==> src/rtl/chess_pkg.sv <==
// Shared chess encodings for the board sequencer: piece codes, colours, reject reasons,
// sequencer states and the start-position table used while the board loads.
package chess_pkg;

   typedef enum logic [2:0] {
      PcEmpty  = 3'd0,
      PcPawn   = 3'd1,
      PcBishop = 3'd2,
      PcKnight = 3'd3,
      PcRook   = 3'd4,
      PcQueen  = 3'd5,
      PcKing   = 3'd6
   } piece_e;

   localparam logic ColWhite = 1'b0;
   localparam logic ColBlack = 1'b1;

   typedef enum logic [1:0] {
      ErrNone  = 2'd0,
      ErrEmpty = 2'd1,
      ErrTurn  = 2'd2,
      ErrOwn   = 2'd3
   } err_e;

   typedef enum logic [2:0] {
      StInit,
      StIdle,
      StFetch,
      StCheck,
      StClr,
      StSet
   } state_e;

   // Square is row*8+col; rows 0-1 are black, rows 6-7 white, empty squares carry colour 0.
   function automatic logic [3:0] start_piece(input logic [5:0] sq);
      piece_e code;
      logic   colour;
      case (sq[5:3])
         3'd0, 3'd7: begin
            case (sq[2:0])
               3'd0, 3'd7: code = PcRook;
               3'd1, 3'd6: code = PcKnight;
               3'd2, 3'd5: code = PcBishop;
               3'd3:       code = PcQueen;
               default:    code = PcKing;
            endcase
         end
         3'd1, 3'd6: code = PcPawn;
         default:    code = PcEmpty;
      endcase
      colour = (sq[5:3] <= 3'd1) ? ColBlack : ColWhite;
      return {colour, code};
   endfunction

endpackage

==> src/rtl/board_ram.sv <==
// 64x4 board storage: one synchronous write port, combinational reads for the renderer
// and for the source/destination squares of the move in flight.
module board_ram (
   input  logic       clock,
   input  logic       we,
   input  logic [5:0] waddr,
   input  logic [3:0] wdata,
   input  logic [5:0] rd_addr,
   input  logic [5:0] from_addr,
   input  logic [5:0] to_addr,
   output logic [3:0] rd_data,
   output logic [3:0] from_data,
   output logic [3:0] to_data
);

   logic [3:0] mem [64];

   always_ff @(posedge clock) begin
      if (we) mem[waddr] <= wdata;
   end

   assign rd_data   = mem[rd_addr];
   assign from_data = mem[from_addr];
   assign to_data   = mem[to_addr];

endmodule

==> src/rtl/board_move_sequencer.sv <==
// Owns the chess board: loads the start position, applies moves as clear/set write pairs,
// holds the available-square mask with its flash phase and serves renderer lookups.
module board_move_sequencer
   import chess_pkg::*;
#(
   parameter int unsigned FLASH_DIV = 25_000_000
) (
   input  logic        clock,
   input  logic        rst_n,
   input  logic        mv_valid,
   output logic        mv_ready,
   input  logic [5:0]  mv_from,
   input  logic [5:0]  mv_to,
   input  logic        avail_valid,
   input  logic [63:0] avail_mask,
   input  logic [5:0]  rd_sq,
   output logic [3:0]  rd_piece,
   output logic        rd_avail,
   output logic        flash,
   output logic        turn,
   output logic        done_pulse,
   output logic        err_pulse,
   output logic [1:0]  err_code
);

   localparam int unsigned CntW = $clog2(FLASH_DIV);

   state_e      state_q, state_d;
   logic [5:0]  idx_q, idx_d;
   logic [5:0]  from_q, from_d, to_q, to_d;
   logic [3:0]  src_q, src_d, dst_q, dst_d;
   logic        turn_q, turn_d;
   logic [63:0] mask_q, mask_d;
   logic        done_q, done_d, err_q, err_d;
   logic [1:0]  err_code_q, err_code_d;
   logic [CntW-1:0] flash_cnt_q;
   logic        flash_q;
   logic [3:0]  rd_piece_q;
   logic        rd_avail_q;

   logic        we;
   logic [5:0]  waddr;
   logic [3:0]  wdata;
   logic [3:0]  rd_data, from_data, to_data;
   logic        promote;
   logic [3:0]  set_data;

   board_ram u_board_ram (
      .clock     (clock),
      .we        (we & rst_n),
      .waddr     (waddr),
      .wdata     (wdata),
      .rd_addr   (rd_sq),
      .from_addr (from_q),
      .to_addr   (to_q),
      .rd_data   (rd_data),
      .from_data (from_data),
      .to_data   (to_data)
   );

   // A pawn reaching the far rank for its colour is stored as a queen.
   assign promote  = (src_q[2:0] == PcPawn) &&
                     ((src_q[3] == ColWhite && to_q[5:3] == 3'd0) ||
                      (src_q[3] == ColBlack && to_q[5:3] == 3'd7));
   assign set_data = promote ? {src_q[3], PcQueen} : src_q;

   always_comb begin
      state_d    = state_q;
      idx_d      = idx_q;
      from_d     = from_q;
      to_d       = to_q;
      src_d      = src_q;
      dst_d      = dst_q;
      turn_d     = turn_q;
      mask_d     = avail_valid ? avail_mask : mask_q;
      done_d     = 1'b0;
      err_d      = 1'b0;
      err_code_d = err_code_q;
      we         = 1'b0;
      waddr      = idx_q;
      wdata      = start_piece(idx_q);
      unique case (state_q)
         StInit: begin
            we     = 1'b1;
            idx_d  = idx_q + 6'd1;
            mask_d = '0;
            turn_d = ColWhite;
            if (idx_q == 6'd63) state_d = StIdle;
         end
         StIdle: begin
            if (mv_valid) begin
               from_d  = mv_from;
               to_d    = mv_to;
               state_d = StFetch;
            end
         end
         StFetch: begin
            src_d   = from_data;
            dst_d   = to_data;
            state_d = StCheck;
         end
         StCheck: begin
            state_d = StIdle;
            err_d   = 1'b1;
            if (src_q[2:0] == PcEmpty) begin
               err_code_d = ErrEmpty;
            end else if (src_q[3] != turn_q) begin
               err_code_d = ErrTurn;
            end else if ((from_q == to_q) ||
                         (dst_q[2:0] != PcEmpty && dst_q[3] == src_q[3])) begin
               err_code_d = ErrOwn;
            end else begin
               err_d   = 1'b0;
               state_d = StClr;
            end
         end
         StClr: begin
            we      = 1'b1;
            waddr   = from_q;
            wdata   = 4'b0000;
            state_d = StSet;
         end
         StSet: begin
            we      = 1'b1;
            waddr   = to_q;
            wdata   = set_data;
            turn_d  = ~turn_q;
            done_d  = 1'b1;
            state_d = StIdle;
            if (!avail_valid) mask_d = '0;
         end
         default: state_d = StInit;
      endcase
   end

   always_ff @(posedge clock) begin
      if (!rst_n) begin
         state_q    <= StInit;
         idx_q      <= '0;
         from_q     <= '0;
         to_q       <= '0;
         src_q      <= '0;
         dst_q      <= '0;
         turn_q     <= ColWhite;
         mask_q     <= '0;
         done_q     <= 1'b0;
         err_q      <= 1'b0;
         err_code_q <= ErrNone;
         rd_piece_q <= '0;
         rd_avail_q <= 1'b0;
      end else begin
         state_q    <= state_d;
         idx_q      <= idx_d;
         from_q     <= from_d;
         to_q       <= to_d;
         src_q      <= src_d;
         dst_q      <= dst_d;
         turn_q     <= turn_d;
         mask_q     <= mask_d;
         done_q     <= done_d;
         err_q      <= err_d;
         err_code_q <= err_code_d;
         rd_piece_q <= rd_data;
         rd_avail_q <= mask_q[rd_sq] & flash_q;
      end
   end

   always_ff @(posedge clock) begin
      if (!rst_n) begin
         flash_cnt_q <= '0;
         flash_q     <= 1'b0;
      end else if (flash_cnt_q == CntW'(FLASH_DIV - 1)) begin
         flash_cnt_q <= '0;
         flash_q     <= ~flash_q;
      end else begin
         flash_cnt_q <= flash_cnt_q + 1'b1;
      end
   end

   assign mv_ready   = (state_q == StIdle);
   assign rd_piece   = rd_piece_q;
   assign rd_avail   = rd_avail_q;
   assign flash      = flash_q;
   assign turn       = turn_q;
   assign done_pulse = done_q;
   assign err_pulse  = err_q;
   assign err_code   = err_code_q;

endmodule

==> config.mk <==
export PLATFORM = sky130hd
export DESIGN_NAME = board_move_sequencer
export DESIGN_NICKNAME = d
export VERILOG_FILES = /design/src/rtl/chess_pkg.sv /design/src/rtl/board_ram.sv /design/src/rtl/board_move_sequencer.sv
export SDC_FILE = /design/constraint.sdc
export NUM_CORES = 1
export LEC_CHECK = 0
export ABC_AREA = 1
export ABC_CLOCK_PERIOD_IN_PS = 5100
export CORE_ASPECT_RATIO = 0.9
export CORE_UTILIZATION = 55
export CTS_BUF_LIST = sky130_fd_sc_hd__clkbuf_4
export CTS_CLUSTER_DIAMETER = 150
export CTS_CLUSTER_SIZE = 28
export DETAILED_ROUTE_END_ITERATION = 10
export PLACE_DENSITY = 0.79
export SLEW_MARGIN = 20
export SYNTH_ARGS = -nofsm -noshare
export SYNTH_HDL_FRONTEND = slang
export SYNTH_SLANG_ARGS = --single-unit
==> constraint.sdc <==
create_clock -name clock -period 5.1 [get_ports clock]
set_input_delay 1.53 -clock clock [delete_from_list [all_inputs] [get_ports clock]]
set_output_delay 1.53 -clock clock [all_outputs]
set_load 0.01 [all_outputs]
Word level (Yosys, flattened, before mapping):

Memories as Yosys holds them, arrays and structs flattened. A register that Yosys moved wholly into a read port is not among the register bits.
Cells that the tools add are included.

* word-level logic and storage cells: 102
* register bits after elaboration: 117
* RAM bits: 256
* input port bits: 86
* memories: 1
* output and inout bits: 12

Memory list
* u_board_ram.mem: depth 64, width 4, rd ports 3, clocked after memory_dff 3, write ports 1, RTL line board_ram.sv:16 `logic [3:0] mem [64];`

* bitwise operators: 6
* reduce and logical (&&, ||, !) cells: 28
* order comparisons: 2
* equality and inequality tests: 23
* multiplexer cells: 28
* $add $sub $neg: 2

Operator list (number)
* 64-bit 2-to-1 mux: 2
* 64-bit case mux with 2 select lines: 1
* 25-bit by 1-bit adder with 25-bit output (second input constant): 1
* 25-bit == test (second input constant): 1
* 3-bit == test (second input constant): 8
* 3-bit 2-to-1 mux: 6
* 3-bit case mux with 6 select lines: 1
* 3-bit logical NOT: 5
* 3-bit by 1-bit == test with 1-bit output (second input constant): 4
* 3-bit by 2-bit == test with 1-bit output (second input constant): 4
* 3-bit case mux with 4 select lines: 1
* 6-bit case mux with 2 select lines: 1
* 2-bit OR reduction: 6
* 1-bit 2-to-1 mux: 9
* 4-bit case mux with 2 select lines: 1
* 2-bit AND reduction: 4
* 6-bit by 7-bit less-than comparator with 1-bit output (second input constant): 1
* 6-bit by 1-bit adder with 6-bit output (second input constant): 1
* 1-bit binary-select mux with 6-bit select: 1
* 6-bit == test: 1
* 6-bit == test (second input constant): 1
* 2-bit 2-to-1 mux: 3
* 3-bit case mux with 2 select lines: 1
* 3-bit nonzero test: 2
* 12 further kinds: 23

Depth between registers and ports, before layout:

* depth after elaboration: 7
* depth in mapped cells: 15
* gate-level depth less buffers: 13

Cells and area by module:

From an unflattened synthesis, not the netlist that was laid out.

* cells, all modules: 3011
* area total of the unflattened synthesis: 22218.8 um^2

Modules (own cells, without submodules)
* board_ram: area each 16119.2 um^2, cells an instance 2140, times used 1, sequential area each 7687.4 um^2
* board_move_sequencer: area each 6099.6 um^2, cells an instance 871, times used 1, sequential area each 2582.5 um^2

Worst setup path after synthesis:

No wires, ideal clock.

* path kind: reg2reg
* start: reg state_q[0]
* end: mem u_board_ram.mem[0][0] (data pin)
* cell stages (with the launch flop): 7
* clock period less this slack: 4.246 ns
* library setup time: 0.702 ns
* buffers on the path: 2
* data required time: 4.398 ns
* arrival: 3.544 ns
* slack: 0.854 ns
* cell sequence: dfxtp_1 inv_1 nor2_1 nand2_1 buf_2 buf_1 o21ai_0

* longest elaborated chain between the ends: 2
* elaborated cells on any way between the ends: 3
* those cells by class: eq/ne (2); mux (1)

Ends and longest elaborated chain
* start, declared: RTL line board_move_sequencer.sv:28 `state_e state_q, state_d;`
* start signal, assigned: RTL line board_move_sequencer.sv:138 `state_q <= StInit;`
* start signal, assigned: RTL line board_move_sequencer.sv:152 `state_q <= state_d;`
* 3-bit == test: RTL line board_move_sequencer.sv:82 `unique case (state_q)`
* 4-bit case mux with 2 select lines (*): RTL line board_move_sequencer.sv:82
* named net u_board_ram.wdata[0]: RTL line board_ram.sv:7 `input logic [3:0] wdata,`
* end, declared: RTL line board_ram.sv:16

Mark *: on every way through the listed nets, which the timed path passes. The rest lies on a longest branch.

Final worst setup path:

* start: reg state_q[0]
* end: out mv_ready

* longest elaborated chain between the ends: 1

Ends and longest elaborated chain
* 3-bit by 1-bit == test with 1-bit output: RTL line board_move_sequencer.sv:180 `assign mv_ready = (state_q == StIdle);`
* end, declared: RTL line board_move_sequencer.sv:11 `output logic mv_ready,`

No other way between the ends.

==> results by stage <==
Status:
- The run finished with clean final reports.

Global route:
- The first global-routing pass estimated around 120000 um of wire.
- For this run the aggregate overflow at the end of global routing stands at 0.
- Entering global routing, the biggest net connects approximately 170 pins.
- The initial antenna violation count was 3.
- The via count of the first global-routing pass was 19963.
- Global routing consumed, over all layers together, 37.9% of the routing resources.

Yosys:
- Synthesis produced a netlist whose cell count is 2976.
- The synthesized netlist occupies a cell area of 21600 um^2.
- In this run, synthesis produced a sequential element count of just under 400.
- The net count after synthesis is 3068.
- The top cell type by area accounts for 35.5% of the synthesized area.
- By area the synthesized netlist is led by sky130_fd_sc_hd__edfxtp_1 36%, sky130_fd_sc_hd__nand2_1 20%, sky130_fd_sc_hd__nand3_1 17%.
- The library cell occupying the most area in the post-synthesis netlist is sky130_fd_sc_hd__edfxtp_1.
- The total number of yosys warnings is 0.
- The primary flip-flop cell chosen by synthesis mapping is sky130_fd_sc_hd__edfxtp_1.
- The average instance area after synthesis is between 7 and 8 um^2.
- The proportion of synthesized flip-flops having asynchronous set or reset is 0%.
- Synthesis instantiated 39 different standard cells from the library.
- Of the synthesized area, sequential elements account for 47.4%.
- Counting flops with a built-in enable in the synthesized netlist gives between 200 and 300.

Critical path:
- The minimum setup slack among reg-to-reg paths is 1340 ps.
- The worst setup path is launched from a flip-flop.
- The worst setup path is captured at an output pin.
- The count of buffering cells on the critical path with inverters included is 3.
- The biggest cell delay along the critical path is about 540 ps.
- The most frequent cell on the critical path is sky130_fd_sc_hd__inv_1.
- The kind of cell adding the most delay to the critical path is buffers and inverters.
- The signal on the critical path passes through inv_1, nor2_1, nand2_1, inv_1, clkdlybuf4s50_1.
- The required time at the endpoint of the critical path is between 3000 and 4000 ps.
- The highest-delay cell along the critical path is sky130_fd_sc_hd__clkdlybuf4s50_1.
- The maximum fanout count along the critical path is 4.
- The worst reg2reg path startpoint is to_q[0].
- The worst endpoint data arrival time is approximately 2300 ps.
- The beginning of the critical path is state_q[0].
- The most critical setup path has its endpoint at mv_ready.
- The setup path with the least slack is of type reg2out.
- The worst register-to-register path ends at u_board_ram.mem[49][3].
- The critical path crosses 5 cells after its start point.
- The count of cells along the worst register-to-register path is 6.

Timing:
- Timing would allow up to approximately 260 MHz.
- The shortest clock period the worst path allows after layout is around 3800 ps.
- Setup repair after global routing left no endpoint under its margin.
- The setup slack after layout is 1320 ps.
- The final count of negative-setup-slack endpoints is 0.
- Headroom to the max-slew limit came out at ~17%.
- The transition at the pin with the smallest max-transition slack is approximately 1200 ps.
- Dividing the final minimum period by the clock period gives roughly three quarters.
- The max-slew violation count was 0.
- The worst clock skew is 93.4 ps.
- Hold timing on the final database bottoms out at a slack of ~470 ps.
- The number of endpoints with negative hold slack in the final report is 0.
- The aggregate negative setup slack is 0 ps.

Power:
- The total leakage power is between 8 and 9 nW.
- VDD sags by at most ~210 uV.
- The power density relative to cell area is 224 nW/um^2.

Layout:
- Of the cells placed in the final design, the portion with a size suffix greater than 1 is 4.06%.
- The final design utilization is about 60%.
- The growth of design area from synthesis to finish is 6.41%.
- The commonest non-fill, non-tap cell in the layout is sky130_fd_sc_hd__nand2_1.
- Leaving out fill and tap cells, the most frequent cells in the layout are 1148 x sky130_fd_sc_hd__nand2_1, 751 x sky130_fd_sc_hd__nand3_1, 256 x sky130_fd_sc_hd__edfxtp_1.
- The filler cells instantiated in the layout total ~3500.
- After the flow finishes, the layout carries non-filler instances totaling approximately 3500.
- In the final design database the tool counted 3013 nets.

Detailed routing:
- Summed over all layers, the routed wires come to 76900 um.
- For this run, design rule violations remaining after detail routing come to 0.
- The detail route stage leaves a number of antenna-violating nets equal to 0.
- In the routed layout, each cell is associated on average with a via count of 6.30.
- The via count is roughly 22000.
- In the final routed layout, each cell accounts on average for between 20 and 25 um.
- The first-pass detailed-route iteration total is 7.
- The initial detailed-routing violation count is 3329.

Floorplanning:
- From left edge to right edge, the die measures approximately 210 um.
- The die covers 40200 um^2.
- In this run the core area contains approximately 70 standard-cell rows.
- The initial core utilization is a little under three fifths.
- From bottom edge to top edge, the die measures ~190 um.
- 98 I/O pins were placed.
- The floorplan step defined a core boundary enclosing 38500 um^2.

CTS:
- The root buffer cell chosen for the clock tree is sky130_fd_sc_hd__clkbuf_4.
- The number of levels in the clock H-tree is 1.
- The clock buffer count from CTS is 17.
- For this design, the sink count on the clock tree is approximately 390.
- The number of setup buffers added after CTS is 0.
- The CTS tree is built.
- In this run, post-CTS repair resized a total of 0 instances.
- After clock tree synthesis, the clock-pin slew on the worst setup and hold paths is 280 ps.
- The number of hold-repair buffers added at the cts stage is 0.
- The clock passes through at most 3 buffers.
- At the later pin of the worst-skew pair, clock insertion delay measures 880 ps.

Worst hold path:
- The type of the tightest min-delay check is reg2reg.

Placed design:
- The final weighted congestion in routability-driven placement is ~0.98.
- Detailed placement ended at an HPWL of approximately 48000 um.
- The port buffer count is 97.
- The worst slack at placement is between 1000 and 1500 ps.
- The number of placed instances, taps included, is 3425.

Flow run:
- The max capacitance violation total is 0.
registers in the layout, indices dropped and copies added (netlist names):
register,cells
done_pulse,1
dst_q,4
err_code,2
err_pulse,1
flash,1
flash_cnt_q,25
from_q,6
idx_q,6
mask_q,64
rd_avail,1
rd_piece,4
src_q,4
state_q,3
to_q,6
turn,1
u_board_ram.mem,256
through the flow:
step,area (um^2),total power [mW]
after floorplan,21600,3.76
after global placement,22800,4.01
after detailed placement,22800,4.02
after CTS,23000,5.15
after global routing,23000,5.31
final,23000,5.17
worst register-to-register path: stages (launching register included):
cell	delay, ps
sky130_fd_sc_hd__dfxtp_4	910
sky130_fd_sc_hd__clkinv_2	770
sky130_fd_sc_hd__o22ai_1	340
sky130_fd_sc_hd__a21oi_2	150
sky130_fd_sc_hd__inv_2	160
sky130_fd_sc_hd__nand4_2	540
sky130_fd_sc_hd__nor2_1	530
metal layers:
metal | vias up | wire, um | GRT usage (%)
met4 | 0 | 3530 | 15.7
met2 | 1703 | 33100 | 58.3
li1 | 9858 | - | -
met3 | 268 | 10600 | 8.43
met5 | - | 0 | 0
met1 | 9968 | 29700 | 51.8
cell type report:
type                    instances  area, um^2  share of cell area (%)
inverters                      91         349                    1.52
diodes                          4        10.0                  0.0434
clock buffers                  28         210                   0.912
flip-flops and latches        385       10300                    44.6
repair buffers                132        1280                    5.56
well taps                     525         657                    2.85
clock inverters                 2        12.5                  0.0543
multi-input cells            2294       10200                    44.4
synth_stat cells (5+ instances only):
library cell                  n
sky130_fd_sc_hd__a21oi_1    128
sky130_fd_sc_hd__buf_1       34
sky130_fd_sc_hd__buf_2       66
sky130_fd_sc_hd__clkbuf_1   106
sky130_fd_sc_hd__clkinv_1     6
sky130_fd_sc_hd__dfxtp_1    129
sky130_fd_sc_hd__edfxtp_1   256
sky130_fd_sc_hd__ha_1         6
sky130_fd_sc_hd__inv_1       79
sky130_fd_sc_hd__inv_2        5
sky130_fd_sc_hd__nand2_1   1150
sky130_fd_sc_hd__nand3_1    751
sky130_fd_sc_hd__nand4_1      6
sky130_fd_sc_hd__nand4_2      8
sky130_fd_sc_hd__nor2_1     119
sky130_fd_sc_hd__nor2_2       5
sky130_fd_sc_hd__nor3_1      15
sky130_fd_sc_hd__nor3b_1      6
sky130_fd_sc_hd__o211ai_1     7
sky130_fd_sc_hd__o21ai_0     46
sky130_fd_sc_hd__o22ai_1      8
sky130_fd_sc_hd__or2_2        5
sky130_fd_sc_hd__xor2_1       8
worst min-delay path by stage:
stage	from	endpoint	cells past startpoint
3_5_place_dp	flash_cnt_q[0]	flash_cnt_q[0]	1
4_1_cts	flash_cnt_q[0]	flash_cnt_q[0]	1
6_report	flash_cnt_q[0]	flash_cnt_q[0]	1
2_1_floorplan	flash_cnt_q[0]	flash_cnt_q[0]	1
5_1_grt	flash_cnt_q[0]	flash_cnt_q[0]	1
3_3_place_gp	flash_cnt_q[0]	flash_cnt_q[0]	1
cells by family (layout without fill, tap and decap cells):
kind of cell / Yosys count / in the layout / synth area share, %
DFF: 385 / 385 / 47.4
other: 0 / 4 / 0
xor gates and xnor gates: 10 / 10 / 0.405
and+or+nand+nor: 2076 / 2076 / 41.2
adders and majority gates: 6 / 6 / 0.347
AOI/OAI and AO/OA: 202 / 202 / 5.06
buffers and inverters: 297 / 253 / 5.54
power breakdown:
part / switching, mW / internal [mW] / total [mW]
clock: 0.931 / 0.250 / 1.18
sequential: 0.0144 / 3.40 / 3.41
combinational: 0.407 / 0.170 / 0.577
Note: power is estimated with default switching activity, not from simulation.
